File: config.mk
export PLATFORM = sky130hd
export DESIGN_NAME = fsm_serial_pattern_tx
export DESIGN_NICKNAME = d
export VERILOG_FILES = /design/src/rtl/fsm_tx_pkg.sv /design/src/rtl/fsm_tx_shiftreg.sv /design/src/rtl/fsm_serial_pattern_tx.sv
export SDC_FILE = /design/constraint.sdc
export NUM_CORES = 1
export LEC_CHECK = 0
export ABC_AREA = 1
export CORE_MARGIN = 5
export CORE_UTILIZATION = 51
export DETAILED_ROUTE_END_ITERATION = 12
export GPL_ROUTABILITY_DRIVEN = 0
export PLACE_DENSITY_LB_ADDON = 0.3
export SYNTH_ARGS = -nofsm -noshare
export SYNTH_HDL_FRONTEND = slang
export SYNTH_SLANG_ARGS = --single-unit
File: constraint.sdc
create_clock -name clk -period 1.45 [get_ports clk]
set_input_delay 0.2175 -clock clk [delete_from_list [all_inputs] [get_ports clk]]
set_output_delay 0.2175 -clock clk [all_outputs]
set_load 0.05 [all_outputs]
File: src/rtl/fsm_tx_pkg.sv
// Shared state encoding for the serial pattern transmitter and the receiver-side FSMs,
// so debug p_state values line up across blocks.
package fsm_tx_pkg;

   localparam int STATE_W  = 2;
   localparam int GAPCNT_W = 4;

   typedef enum logic [STATE_W-1:0] {
      IDLE  = 2'b00,
      SHIFT = 2'b01,
      GAP   = 2'b10
   } state_t;

endpackage

File: src/rtl/fsm_tx_shiftreg.sv
// MSB-first parallel-to-serial shift register with even parity captured at load.
// Parity is only built when FSM_TX_PARITY_EN is defined; otherwise it reads 0.
module fsm_tx_shiftreg #(
   parameter int DATA_W = 8
) (
   input  logic              clk,
   input  logic              rst,
   input  logic              load,
   input  logic              shift,
   input  logic [DATA_W-1:0] d,
   output logic              msb,
   output logic              parity
);

   logic [DATA_W-1:0] shreg;

   always_ff @(posedge clk or posedge rst) begin
      if (rst) begin
         shreg <= '0;
      end else if (load) begin
         shreg <= d;
      end else if (shift) begin
         shreg <= {shreg[DATA_W-2:0], 1'b0};
      end
   end

   assign msb = shreg[DATA_W-1];

`ifdef FSM_TX_PARITY_EN
   logic par;

   always_ff @(posedge clk or posedge rst) begin
      if (rst) begin
         par <= 1'b0;
      end else if (load) begin
         par <= ^d;
      end
   end

   assign parity = par;
`else
   assign parity = 1'b0;
`endif

endmodule

File: src/rtl/fsm_serial_pattern_tx.sv
// Serialises a handshaked parallel word MSB-first on dout, then idles GAP_CYC cycles.
// Define FSM_TX_PARITY_EN to append an even-parity bit to every frame.
module fsm_serial_pattern_tx
   import fsm_tx_pkg::*;
#(
   parameter int DATA_W  = 8,
   parameter int GAP_CYC = 2
) (
   input  logic               clk,
   input  logic               rst,
   input  logic               in_valid,
   input  logic [DATA_W-1:0]  in_data,
   output logic               in_ready,
   output logic               dout,
   output logic               dout_valid,
   output logic               done,
   output logic               busy,
   output logic [STATE_W-1:0] p_state
);

   localparam int CNT_W = $clog2(DATA_W);

   state_t              state;
   state_t              state_nx;
   logic [CNT_W-1:0]    bitcnt;
   logic [GAPCNT_W-1:0] gapcnt;
   logic                load;
   logic                last_bit;
   logic                msb;
   logic                ser_bit;

   assign load = (state == IDLE) && in_valid;

`ifdef FSM_TX_PARITY_EN
   logic parity;
   logic par_phase;

   // The parity cycle is an extra SHIFT cycle flagged by par_phase, so bitcnt keeps its width.
   assign last_bit = (bitcnt == '0) && par_phase;
   assign ser_bit  = par_phase ? parity : msb;

   always_ff @(posedge clk or posedge rst) begin
      if (rst) begin
         par_phase <= 1'b0;
      end else if (load) begin
         par_phase <= 1'b0;
      end else if ((state == SHIFT) && (bitcnt == '0)) begin
         par_phase <= 1'b1;
      end
   end
`else
   logic parity_unused;

   assign last_bit = (bitcnt == '0);
   assign ser_bit  = msb;
`endif

   fsm_tx_shiftreg #(
      .DATA_W (DATA_W)
   ) u_shiftreg (
      .clk    (clk),
      .rst    (rst),
      .load   (load),
      .shift  (state == SHIFT),
      .d      (in_data),
      .msb    (msb),
`ifdef FSM_TX_PARITY_EN
      .parity (parity)
`else
      .parity (parity_unused)
`endif
   );

   always_ff @(posedge clk or posedge rst) begin
      if (rst) begin
         state <= IDLE;
      end else begin
         state <= state_nx;
      end
   end

   always_comb begin
      state_nx = state;
      case (state)
         IDLE:    if (in_valid) state_nx = SHIFT;
         SHIFT:   if (last_bit) state_nx = (GAP_CYC > 0) ? GAP : IDLE;
         GAP:     if (gapcnt == '0) state_nx = IDLE;
         default: state_nx = IDLE;
      endcase
   end

   // Mealy output decode; the unused 2'b11 code falls to the all-zero default.
   always_comb begin
      in_ready   = 1'b0;
      dout       = 1'b0;
      dout_valid = 1'b0;
      done       = 1'b0;
      busy       = 1'b0;
      case (state)
         IDLE: in_ready = 1'b1;
         SHIFT: begin
            dout       = ser_bit;
            dout_valid = 1'b1;
            done       = last_bit;
            busy       = 1'b1;
         end
         GAP:     busy = 1'b1;
         default: ;
      endcase
   end

   always_ff @(posedge clk or posedge rst) begin
      if (rst) begin
         bitcnt <= '0;
         gapcnt <= '0;
      end else begin
         case (state)
            IDLE: if (in_valid) bitcnt <= CNT_W'(DATA_W - 1);
            SHIFT: begin
               if (bitcnt != '0) bitcnt <= bitcnt - CNT_W'(1);
               if (last_bit) gapcnt <= GAPCNT_W'((GAP_CYC > 0) ? GAP_CYC - 1 : 0);
            end
            GAP:     if (gapcnt != '0) gapcnt <= gapcnt - GAPCNT_W'(1);
            default: ;
         endcase
      end
   end

   assign p_state = state;

endmodule

After elaboration in Yosys (flattened, before gate mapping) --
Index checks and enable logic that the tools add are counted. W data, S select, Z words.
Word-level totals: logic and storage cells 43, output and inout port bits 7, bits in registers 17, input bits 11
Operators by class: add/sub/neg operators 2, equality and inequality tests 7, muxes and demuxes 17, reductions and logical operators 13
Operators by type and width (number):
- $mux W8 | 2
- $ne A2 B2 Y1 const B | 5
- $reduce_and A3 Y1 | 3
- $mux W4 | 2
- $pmux W4 S2 | 1
- $mux W2 | 3
- $mux W3 | 2
- $pmux W2 S3 | 1
- $pmux W3 S2 | 1
- $reduce_bool A2 Y1 | 3
- $mux W1 | 5
- $logic_not A4 Y1 | 1
- $reduce_bool A4 Y1 | 1
- $sub A4 B1 Y4 const B | 1
- $logic_not A3 Y1 | 1
- $reduce_bool A3 Y1 | 1
- $sub A3 B1 Y3 const B | 1
- $eq A2 B1 Y1 const B | 1
- $eq A2 B2 Y1 const B | 1
- $logic_not A2 Y1 | 1
- $reduce_or A2 Y1 | 1
- $logic_and A1 B1 Y1 | 1

Longest topological paths before layout --
Gate-level depths: netlist (run 1).
depth after elaboration 3, mapped depth 8, gate-level depth less buffers 8

Modules after synthesis --
From an unflattened synthesis (run 1), not the netlist that was laid out.
Unflattened totals: cell total of the unflattened synthesis 125, area, all modules 998.5 um^2
By module, submodules not included:
- fsm_serial_pattern_tx | sequential area each 225.2 um^2, area each 606.8 um^2, cells each 79, times used 1
- fsm_tx_shiftreg | sequential area each 200.2 um^2, area each 391.6 um^2, cells each 46, times used 1

Least setup slack after synthesis (run 1) --
Ideal clock, no wire load.
path type register -> output, start reg state[0] (netlist: p_state[0]), end out dout, arrival 1947 ps, stages on the path, launching flop included 5, buffers on the path 1, path slack -714 ps, required time 1233 ps, cell sequence dfrtp_1 > ha_1 > buf_2 > nand2_1 > inv_1
On the way: longest elaborated chain between the ends 2
RTL lines:
- from (decl) | line fsm_serial_pattern_tx.sv:23 | state_t state;
- from (signal assigned) | line fsm_serial_pattern_tx.sv:78 | state <= state_nx;
- $eq A2 B1 Y1 | line fsm_serial_pattern_tx.sv:99 | case (state)
- $mux W1 | line fsm_serial_pattern_tx.sv:99
- to (decl) | line fsm_serial_pattern_tx.sv:14 | output logic dout,
No other way between the ends.

Final worst setup path (run 1) --
start reg bitcnt[1], end out done
On the way: longest elaborated chain between the ends 2
RTL lines:
- from (decl) | line fsm_serial_pattern_tx.sv:25 | logic [CNT_W-1:0] bitcnt;
- from (signal assigned) | line fsm_serial_pattern_tx.sv:118 | IDLE: if (in_valid) bitcnt <= CNT_W'(DATA_W - 1);
- from (signal assigned) | line fsm_serial_pattern_tx.sv:120 | if (bitcnt != '0) bitcnt <= bitcnt - CNT_W'(1);
- $logic_not A3 Y1 | line fsm_serial_pattern_tx.sv:54 | assign last_bit = (bitcnt == '0);
- $mux W1 | line fsm_serial_pattern_tx.sv:99
- to (decl) | line fsm_serial_pattern_tx.sv:16 | output logic done,
No other way between the ends.

==> summary.txt, run 1 <==
Number of sinks on the clock net: 17
Largest area contributor in the netlist: dfrtp_1
Final cell area excluding filler cells: 1510 sq um
Startpoint types: register
Dominant cell type by count on the critical path: ha_4
Overall via count from detail_route: 968
TritonCTS clock tree: built
Cell leakage power: 0.000724 uW
Clock transition at the registers of the reported paths: 0.11 ns
Clock group share of total power: 7.2%
YS warnings: 0
Sequential standard cell area: 428 sq um
Final Hold Vio Count: 0
Ordered cell list for the critical path: inv_2 > ha_4 > ha_4 > nand2_4 > clkinvlp_4 > buf_12
Cell area power density: 2370 nW/um^2
Internal Dissipation: 1920 uW
CP max stage delay: 0.38 ns
Total half-perimeter wirelength after legalization and detailed placement: 1.59 mm
WP data required: 1.23 ns
Endpoint of the worst-slack reg-to-reg timing path: gapcnt[3]
Top-Level Pins: 18
Post-synthesis average cell area: 8.24 sq um
Post-route ant nets: 0
Part of the power in registers: 24.6%
Distinct cells, synth: 20
Worst setup slack after layout: -0.119 ns
Placed Area: 1340 sq um
Clock latency at the later pin of the worst-skew pair: 0.29 ns
Run status: finished with violations
Post-layout net count: 178
Switching fraction of total power: 46.3%
Kind of critical path: register to primary output
Die span in y: 54.4 um
Via/cell ratio: 5.23
First-pass GRT wire length: 4.28 mm
Arrival @ worst endpoint: 1.35 ns
Synth top area cells: dfrtp_1 42%, nand2_1 11%, ha_1 10%
Quantity of I/O buffers inserted on ports: 17
Tightest slew margin relative to the limit: 82.1%
Global-route usage over all layers: 20.3%
Antenna diode count: 0
Post-route clock period utilization: 108%
Number of placement rows: 16
Number of levels the H-tree was split into: 1
Effective utilization at floorplan: 52.3%
Final Critical Period: 1.57 ns
Number of detailed-route iterations in the first pass: 4
Number of max-slew violations in the final report: 0
Ratio of cells with drive above 1 in the final layout: 33.5%
Post-Synthesis Cells: 122
Hold buffer count at cts: 0
Fraction of the yosys area taken by sequential cells: 42.3%
Power Total: 3570 uW
Yosys top cell area share: 42.3%
Max stage delay cell, worst path: dfrtp_1
Area of the die: 2960 sq um
Worst path top cell family by delay: flip-flops
Slew of the pin with the lowest slew margin: 0.267 ns
Proportion of power drawn by combinational gates: 68.2%
Core region area: 1920 sq um
WL final: 2.65 mm
Worst Skew: 0.0102 ns
Final core area utilization: 78.5%
Via count of the first global-routing pass: 968
Peak supply drop: 1.76 mV
Remaining Overflow, GRT: 0
Antenna violations before repair: 0
Setup slack, reg-to-reg: -0.06 ns
Switching component of the power: 1650 uW
Synth Register Bits: 17
Critical path buffer and inverter count: 3
Critical path endpoint category: primary output
Post-synth net total: 141
Achievable clock frequency: 637 MHz
Clock buffer count from CTS: 3
Maximum number of buffers from clock root to sink: 2
Floorplan die width: 54.4 um
Number of DRC violations after detailed routing: 0
Pin count of the biggest net entering global routing: 18
Root Buffer Master: clkbuf_4
Count of routing violations after the opening detailed-route iteration: 20
Total of max-cap violations: 0
Multi-input gate area: 559 sq um
Cell Area, Synth: 1000 sq um
Path class of the lowest-slack min-delay path: input pin to asynchronous set/reset pin
Unrepaired setup endpoints after global routing: true
Average routed wire per standard cell: 14.3 um
Synth-to-layout area growth: 50.1%
Total setup violations reported at the end of the flow: 8
Failing checks: setup timing
Layout filler cell count: 128
Max Fanout on Critical Path: 2
Cell depth of the worst flop-to-flop path: 9
Startpoint of the lowest-slack register-to-register path: bitcnt[0]
==> worst reg2reg max path: cells and delay by family (launching register included) <==
family / cells / cell delay, ns
flip-flops: 1 / 0.39
AND/OR/NAND/NOR: 3 / 0.42
buffers and inverters: 3 / 0.22
adder cells (fa/ha/maj): 2 / 0.28
AO/OA/AOI/OAI: 1 / 0.08
==> timing repair <==
item                                    CTS  global route
endpoints found under the hold margin     0             0
setup buffers                             6             7
pin swaps                                 3             3
cloned                                    0             0
resized for setup                         8             4
endpoints found under the setup margin    6            14
==> routing by layer <==
metal | vias to the layer above | GRT usage (%) | routed length, um | part of all wire [%]
met5 | - | 0 | 0 | 0
li1 | 464 | - | - | -
met4 | 0 | 6.22 | 72 | 2.7
met3 | 8 | 6.54 | 165 | 6.2
met2 | 36 | 35.3 | 1300 | 49
met1 | 460 | 23.7 | 1100 | 42
==> kinds of logic (layout without fill, tap and decap cells) <==
kind of cell	after synthesis	in the layout	synth area share, %
XOR/XNOR	1	1	0.872
AO/OA/AOI/OAI	18	18	12.0
adder cells (fa/ha/maj)	8	8	9.96
AND/OR/NAND/NOR	55	55	25.4
flip-flops	17	17	42.3
buffers and inverters	23	59	9.46
==> cell usage in the layout (no fill, tap or decap), drive strengths merged <==
cell and n:
xor2 1, ha 8, clkinvlp 3, inv 18
buf 24, nand4 2, nand3 15, nand2 32
clkdlybuf4s50 10, dfrtp 17, o21ai 14, clkbuf 4
nor2 5, o211ai 1, a31oi 3, or2 1
==> synthesized netlist by cell type, drive strengths merged <==
cell	count
nand3	15
dfrtp	17
xor2	1
ha	8
nor2	5
o21ai	14
nand4	2
buf	2
a31oi	3
o211ai	1
inv	21
or2	1
nand2	32
==> metrics by stage <==
step / setup WS, ns / cells / hold WS [ns] / TNS, ns
2_1_floorplan: -0.0839 / 122 / 0.143 / -0.182
3_3_place_gp: 0.0868 / 168 / 0.462 / 0
3_5_place_dp: 0.00996 / 168 / 0.489 / 0
4_1_cts: -0.132 / 178 / 0.230 / -0.225
5_1_grt: -0.196 / 185 / 0.249 / -1.33
6_report: -0.119 / 185 / 0.227 / -0.354
==> area by class of cell <==
cell class              count  area share (%)
flip-flops and latches     17            28.4
clock buffers               4            1.74
well taps                  27            2.24
inverters                  21            6.14
multi-input cells          82            37.1
repair buffers             34            24.4
==> power groups by stage <==
stage               logic [uW]  registers [uW]  clock network [uW]
floorplan                 1350             922                   0
global placement          1930             880                   0
detailed placement        2010             894                   0
CTS                       2210             867                 258
global route              2650             896                 294
finish                    2430             876                 257
==> registers in the layout (all words and copies together) (netlist names) <==
| register | count |
|---|---|
| bitcnt | 3 |
| gapcnt | 4 |
| p_state | 2 |
| u_shiftreg.shreg | 8 |
==> worst max path at each step <==
stage | startpoint | to | slack (ns) | cells past startpoint
finish | bitcnt[1] | done | -0.12 | 6
global route | bitcnt[1] | done | -0.20 | 6
CTS | bitcnt[0] | done | -0.13 | 6
detailed placement | p_state[0] | gapcnt[3] | 0.01 | 6
global placement | bitcnt[0] | done | 0.09 | 6
floorplan | p_state[1] | dout | -0.08 | 5
(Power assumes the default switching activity.)
==> run 2: changes to the inputs <==
CORE_UTILIZATION = 55   (was 51)
clock period = 1.83 ns   (was 1.45 ns; I/O delays follow)
==> run 2 against run 1 <==
The flow now finishes without violations. Sequential share of layout area is 3.8 points higher. Worst setup slack better by 0.23 ns. Final area is 12% lower. Sequential cell count did not move. Largest power group unchanged. Critical path type unchanged.
==> summary.txt, run 2 (synthesis results as in run 1) <==
Die span in y: 52.7 um (-3.0%)
Clock latency at the later pin of the worst-skew pair: 0.29 ns (about the same)
Cell leakage power: 0.000659 uW (-9.0%)
Number of placement rows: 15 (-1)
Ratio of cells with drive above 1 in the final layout: 21.8% (-12 points)
Critical path launch point: bitcnt[0]
Final Critical Period: 1.72 ns
First-pass GRT wire length: 3.82 mm (-11%)
Global-route usage over all layers: 18.6% (-1.8 points)
Commonest non-fill, non-tap cell in the layout: nand2_1
Max stage delay cell, worst path: dfrtp_1
Top reg by flops: u_shiftreg.shreg
Count of routing violations after the opening detailed-route iteration: 18 (-10%)
Number of sinks on the clock net: 17 (unchanged)
Worst Skew: 0.0140 ns (+0.00380 ns)
Cell depth of the worst flop-to-flop path: 7 (-2)
Number of flip-flops under the largest register name: 8 (unchanged)
Average routed wire per standard cell: 12.6 um (-12%)
Effective utilization at floorplan: 58.2% (+5.9 points)
Quantity of I/O buffers inserted on ports: 17 (unchanged)
Endpoint of the worst-slack reg-to-reg timing path: gapcnt[0]
Layout filler cell count: 134 (+4.7%)
Pre-CTS worst setup slack: 0.349 ns (+0.339 ns)
Path class of the lowest-slack min-delay path: input pin to asynchronous set/reset pin
Achievable clock frequency: 582 MHz
Area of the die: 2780 sq um (-6.0%)
Post-layout net count: 167 (-6.2%)
Unrepaired setup endpoints after global routing: false
WP data required: 1.56 ns (+0.33 ns)
Synth-to-layout area growth: 32.0%
Tightest slew margin relative to the limit: 78.6% (-3.6 points)
Antenna diode count: 0 (unchanged)
Worst Hold Margin: 0.287 ns (+0.0602 ns)
TritonCTS clock tree: built
Post-route ant nets: 0 (unchanged)
Power Total: 2430 uW (-32%)
Post-route clock period utilization: 93.9%
Via/cell ratio: 5.14 (-1.8%)
Clock buffer count from CTS: 3 (unchanged)
Leading cell types in the layout, fill and taps excluded: 30 x nand2_1, 18 x inv_1, 16 x dfrtp_1, 14 x nand3_1, 11 x o21ai_1
Number of max-slew violations in the final report: 0 (unchanged)
Slew of the pin with the lowest slew margin: 0.320 ns (+0.0532 ns)
CP endpoint: done
Total of max-cap violations: 0 (unchanged)
Peak supply drop: 1.55 mV (-12%)
Final Hold Vio Count: 0 (unchanged)
Arrival @ worst endpoint: 1.44 ns (+0.09 ns)
Ordered cell list for the critical path: inv_1 > ha_1 > ha_1 > nand2_1 > inv_1 > buf_12
Floorplan die width: 52.7 um (-3.0%)
Top-Level Pins: 18 (unchanged)
Run status: complete, no violations
Antenna violations before repair: 0 (unchanged)
Total setup violations reported at the end of the flow: 0 (-8)
Max Fanout on Critical Path: 3 (+1)
CP max stage delay: 0.38 ns (about the same)
Remaining Overflow, GRT: 0 (unchanged)
Largest registers: u_shiftreg.shreg (8), gapcnt (4), bitcnt (3)
Startpoint types: register
Critical path endpoint category: primary output
Root Buffer Master: clkbuf_4
Pin count of the biggest net entering global routing: 18 (unchanged)
Startpoint of the lowest-slack register-to-register path: p_state[1]
Clock transition at the registers of the reported paths: 0.11 ns (about the same)
Total half-perimeter wirelength after legalization and detailed placement: 1.56 mm (-1.8%)
WL final: 2.16 mm (-18%)
Setup slack, reg-to-reg: 0.37 ns (+0.43 ns)
Cell area power density: 1830 nW/um^2 (-23%)
Kind of critical path: register to primary output
Via count of the first global-routing pass: 893 (-7.7%)
Overall via count from detail_route: 884 (-8.7%)
Maximum number of buffers from clock root to sink: 2 (unchanged)
Worst setup slack after layout: 0.112 ns (+0.230 ns)
Number of DRC violations after detailed routing: 0 (unchanged)
Number of detailed-route iterations in the first pass: 4 (unchanged)
Core region area: 1730 sq um (-10%)
Number of levels the H-tree was split into: 1 (unchanged)
run 2: repair_timing:
action / 4_1_cts / 5_1_grt
hold buffers: 0 / 0
buffers inserted: 0 / 5
setup endpoints to repair: 0 / 2
gates resized for setup: 0 / 1
run 2: layer usage:
| layer | share of wire, % | global-route usage [%] | wire (um) | vias to the layer above |
|---|---|---|---|---|
| met3 | 3.8 | 4.27 | 83 | 2 |
| met4 | 0.74 | 3.83 | 16 | 0 |
| met1 | 46 | 22.4 | 1000 | 414 |
| li1 | - | - | - | 444 |
| met2 | 49 | 33.3 | 1060 | 24 |
| met5 | 0 | 0 | 0 | - |
run 2: critical path: cells and delay by family (launching register included):
kind / cells / cell delay, ns
DFF: 1 / 0.38
adders and majority gates: 2 / 0.38
buffers and inverters: 3 / 0.28
and+or+nand+nor: 1 / 0.11
run 2: cell type report:
cell class | instances | area [sq um] | share of cell area [%]
multi-input cells | 82 | 499 | 37.6
clock buffers | 4 | 26.3 | 1.98
well taps | 25 | 31.3 | 2.36
flip-flops and latches | 17 | 427 | 32.2
inverters | 21 | 82.6 | 6.23
repair buffers | 23 | 260 | 19.6
run 2: how the worst min path moves through the flow:
stage	cells after the start	to	slack, ns
2_1_floorplan	1	bitcnt[0]	0.20
3_3_place_gp	1	bitcnt[0]	0.47
3_5_place_dp	1	bitcnt[0]	0.47
4_1_cts	3	u_shiftreg.shreg[1]	0.30
5_1_grt	3	u_shiftreg.shreg[7]	0.30
6_report	3	u_shiftreg.shreg[5]	0.29
run 2: stage by stage:
step / TNS (ns) / instances / utilization [%] / cell area, sq um
after floorplan: -0.0655 / 122 / - / 1020
after global placement: 0 / 163 / 73.1 / 1260
after detailed placement: 0 / 163 / 73.1 / 1260
after CTS: 0 / 167 / 74.6 / 1290
after global routing: 0 / 172 / 76.8 / 1330
final: 0 / 172 / 76.8 / 1330
run 2: power by group:
group | internal [uW] | switching [uW] | total [uW]
combinational | 647 | 890 | 1540
clock | 84.5 | 119 | 204
sequential | 559 | 130 | 690
total | 1290 | 1140 | 2430
==> run 3: changes to the inputs <==
CORE_UTILIZATION = 54   (was 55)
SYNTH_HIERARCHICAL = 1   (was unset)
==> run 3 against run 2 <==
Global-route usage shrank 3.1 points. Critical path depth shrank 1. Largest cell class unchanged. Clock skew fell by 0.010 ns. Total power decreased by 8.6%. Final area shrank 3.0%. Combinational power down 10%. Synthesized cell count is 0.82% higher. Fmax grew 1.4%. Register-to-register slack worse by 0.11 ns. Clock power fell by 4%. Critical endpoint unchanged.
==> summary.txt, run 3 <==
Run status: complete, no violations
YS warnings: 6 (+6)
Cell depth of the worst flop-to-flop path: 8 (+1)
Worst Hold Margin: 0.254 ns (-0.0331 ns)
Unrepaired setup endpoints after global routing: false
Tightest slew margin relative to the limit: 76.3% (-2.3 points)
Number of max-slew violations in the final report: 0 (unchanged)
Count of routing violations after the opening detailed-route iteration: 15 (-3)
Core region area: 1730 sq um (unchanged)
Critical path launch point: p_state[1]
Setup slack, reg-to-reg: 0.26 ns (-0.11 ns)
Cell area power density: 1730 nW/um^2 (-5.7%)
Startpoint of the lowest-slack register-to-register path: p_state[1]
Cell leakage power: 0.000670 uW (+1.6%)
Quantity of I/O buffers inserted on ports: 17 (unchanged)
Clock latency at the later pin of the worst-skew pair: 0.28 ns (about the same)
Startpoint types: register
Pin count of the biggest net entering global routing: 15 (-3)
Number of DRC violations after detailed routing: 0 (unchanged)
Number of post-CTS setup repair buffers: 0 (unchanged)
Peak supply drop: 1.49 mV (-4.2%)
Maximum number of buffers from clock root to sink: 2 (unchanged)
Number of sinks on the clock net: 17 (unchanged)
Final-layout setup total negative slack: 0 ns (unchanged)
Die span in y: 52.8 um (about the same)
Hold buffer count at cts: 0 (unchanged)
Root Buffer Master: clkbuf_4
Clock transition at the registers of the reported paths: 0.10 ns (about the same)
Max Fanout on Critical Path: 11 (+8)
Remaining Overflow, GRT: 0 (unchanged)
Antenna diode count: 0 (unchanged)
Slew of the pin with the lowest slew margin: 0.355 ns (+0.0348 ns)
WL final: 1.86 mm (-14%)
Kind of critical path: register to primary output
Top-Level Pins: 18 (unchanged)
Post-Synthesis Cells: 123 (+0.82%)
Post-synthesis average cell area: 8.03 sq um (-2.5%)
Number of levels the H-tree was split into: 1 (unchanged)
Achievable clock frequency: 590 MHz (+1.4%)
Path class of the lowest-slack min-delay path: input pin to asynchronous set/reset pin
Number of placement rows: 15 (unchanged)
Via/cell ratio: 4.84 (-5.9%)
Commonest non-fill, non-tap cell in the layout: nand2_1
Post-route clock period utilization: 92.6% (-1.3 points)
Total setup violations reported at the end of the flow: 0 (unchanged)
Clock buffer count from CTS: 3 (unchanged)
Arrival @ worst endpoint: 1.42 ns (-0.02 ns)
Average routed wire per standard cell: 10.9 um (-14%)
Power Total: 2220 uW (-8.6%)
Via count of the first global-routing pass: 780 (-13%)
WP data required: 1.56 ns (about the same)
Final Hold Vio Count: 0 (unchanged)
Worst Skew: 0.00360 ns (-0.0104 ns)
Effective utilization at floorplan: 57.2% (-1.0 points)
Overall via count from detail_route: 827 (-6.4%)
Largest registers: u_shiftreg/shreg (8), gapcnt (4), bitcnt (3)
Leading cell types in the layout, fill and taps excluded: 38 x nand2_1, 19 x inv_1, 18 x nand3_1, 17 x dfrtp_1, 10 x clkdlybuf4s50_1
Cells resized by post-CTS repair: 0 (unchanged)
Number of flip-flops under the largest register name: 8 (unchanged)
Global-route usage over all layers: 15.5% (-3.1 points)
Final Critical Period: 1.70 ns (-0.0231 ns)
First-pass GRT wire length: 3.16 mm (-17%)
Number of detailed-route iterations in the first pass: 4 (unchanged)
Critical path endpoint category: primary output
Cell Area, Synth: 987 sq um (-1.7%)
Post-layout net count: 166 (-0.60%)
Floorplan die width: 52.8 um (about the same)
Total half-perimeter wirelength after legalization and detailed placement: 1.50 mm (-3.9%)
Area of the die: 2780 sq um (about the same)
Antenna violations before repair: 0 (unchanged)
Total of max-cap violations: 0 (unchanged)
Top reg by flops: u_shiftreg/shreg
Synth-to-layout area growth: 30.3%
Post-route ant nets: 0 (unchanged)
Ratio of cells with drive above 1 in the final layout: 15.1% (-6.7 points)
Post-synth net total: 142 (+0.71%)
TritonCTS clock tree: built
[run 3: cell types whose count changed in the layout (fill, tap and decap cells not counted), sizes merged]
cell / delta
buf: -2
o21ai: -9
clkinvlp: -1
nand2: +6
inv: +1
nand3: +4
a31oi: -3
nor2: +1
a21oi: +2
[run 3: layer usage]
layer,wire [um],up-vias,GRT usage [%]
li1,-,432,-
met1,867,378,20.3
met2,888,15,24.6
met3,85,2,4.27
met4,14,0,5.11
met5,0,-,0
[run 3: final cells by class]
class | count | area [sq um]
Tap cell | 25 | 31.3
Multi-Input combinational cell | 83 | 479
Inverter | 21 | 78.8
Sequential cell | 17 | 425
Fill cell | 126 | 440
Clock buffer | 4 | 26.3
Timing Repair Buffer | 21 | 245
[run 3: where the power goes]
part           internal [uW]  switching (uW)
combinational            583             797
sequential               535             112
clock                   84.5             110
total                   1200            1020
[run 3: path summary, 6_finish.rpt]
path                                        to
min in group clk           u_shiftreg/shreg[2]
max in group asynchronous           p_state[0]
setup / recovery                          done
hold reg to reg            u_shiftreg/shreg[2]
setup reg to reg           u_shiftreg/shreg[1]
hold / removal             u_shiftreg/shreg[4]
[run 3: critical path, stage by stage (launching register included)]
cell and delay [ns]:
dfrtp_1 0.42, inv_1 0.15, ha_4 0.25, nand2_1 0.09, inv_1 0.10, buf_12 0.14
[run 3: stage by stage]
| stage | setup slack (ns) | area (sq um) | utilization (%) | std cells |
|---|---|---|---|---|
| after CTS | 0.0630 | 1260 | 73.2 | 168 |
| after detailed placement | 0.265 | 1240 | 71.7 | 164 |
| final | 0.135 | 1290 | 74.5 | 171 |
| after global routing | 0.0224 | 1290 | 74.5 | 171 |
| after global placement | 0.317 | 1240 | 71.7 | 164 |
| after floorplan | 0.0608 | 1000 | - | 123 |
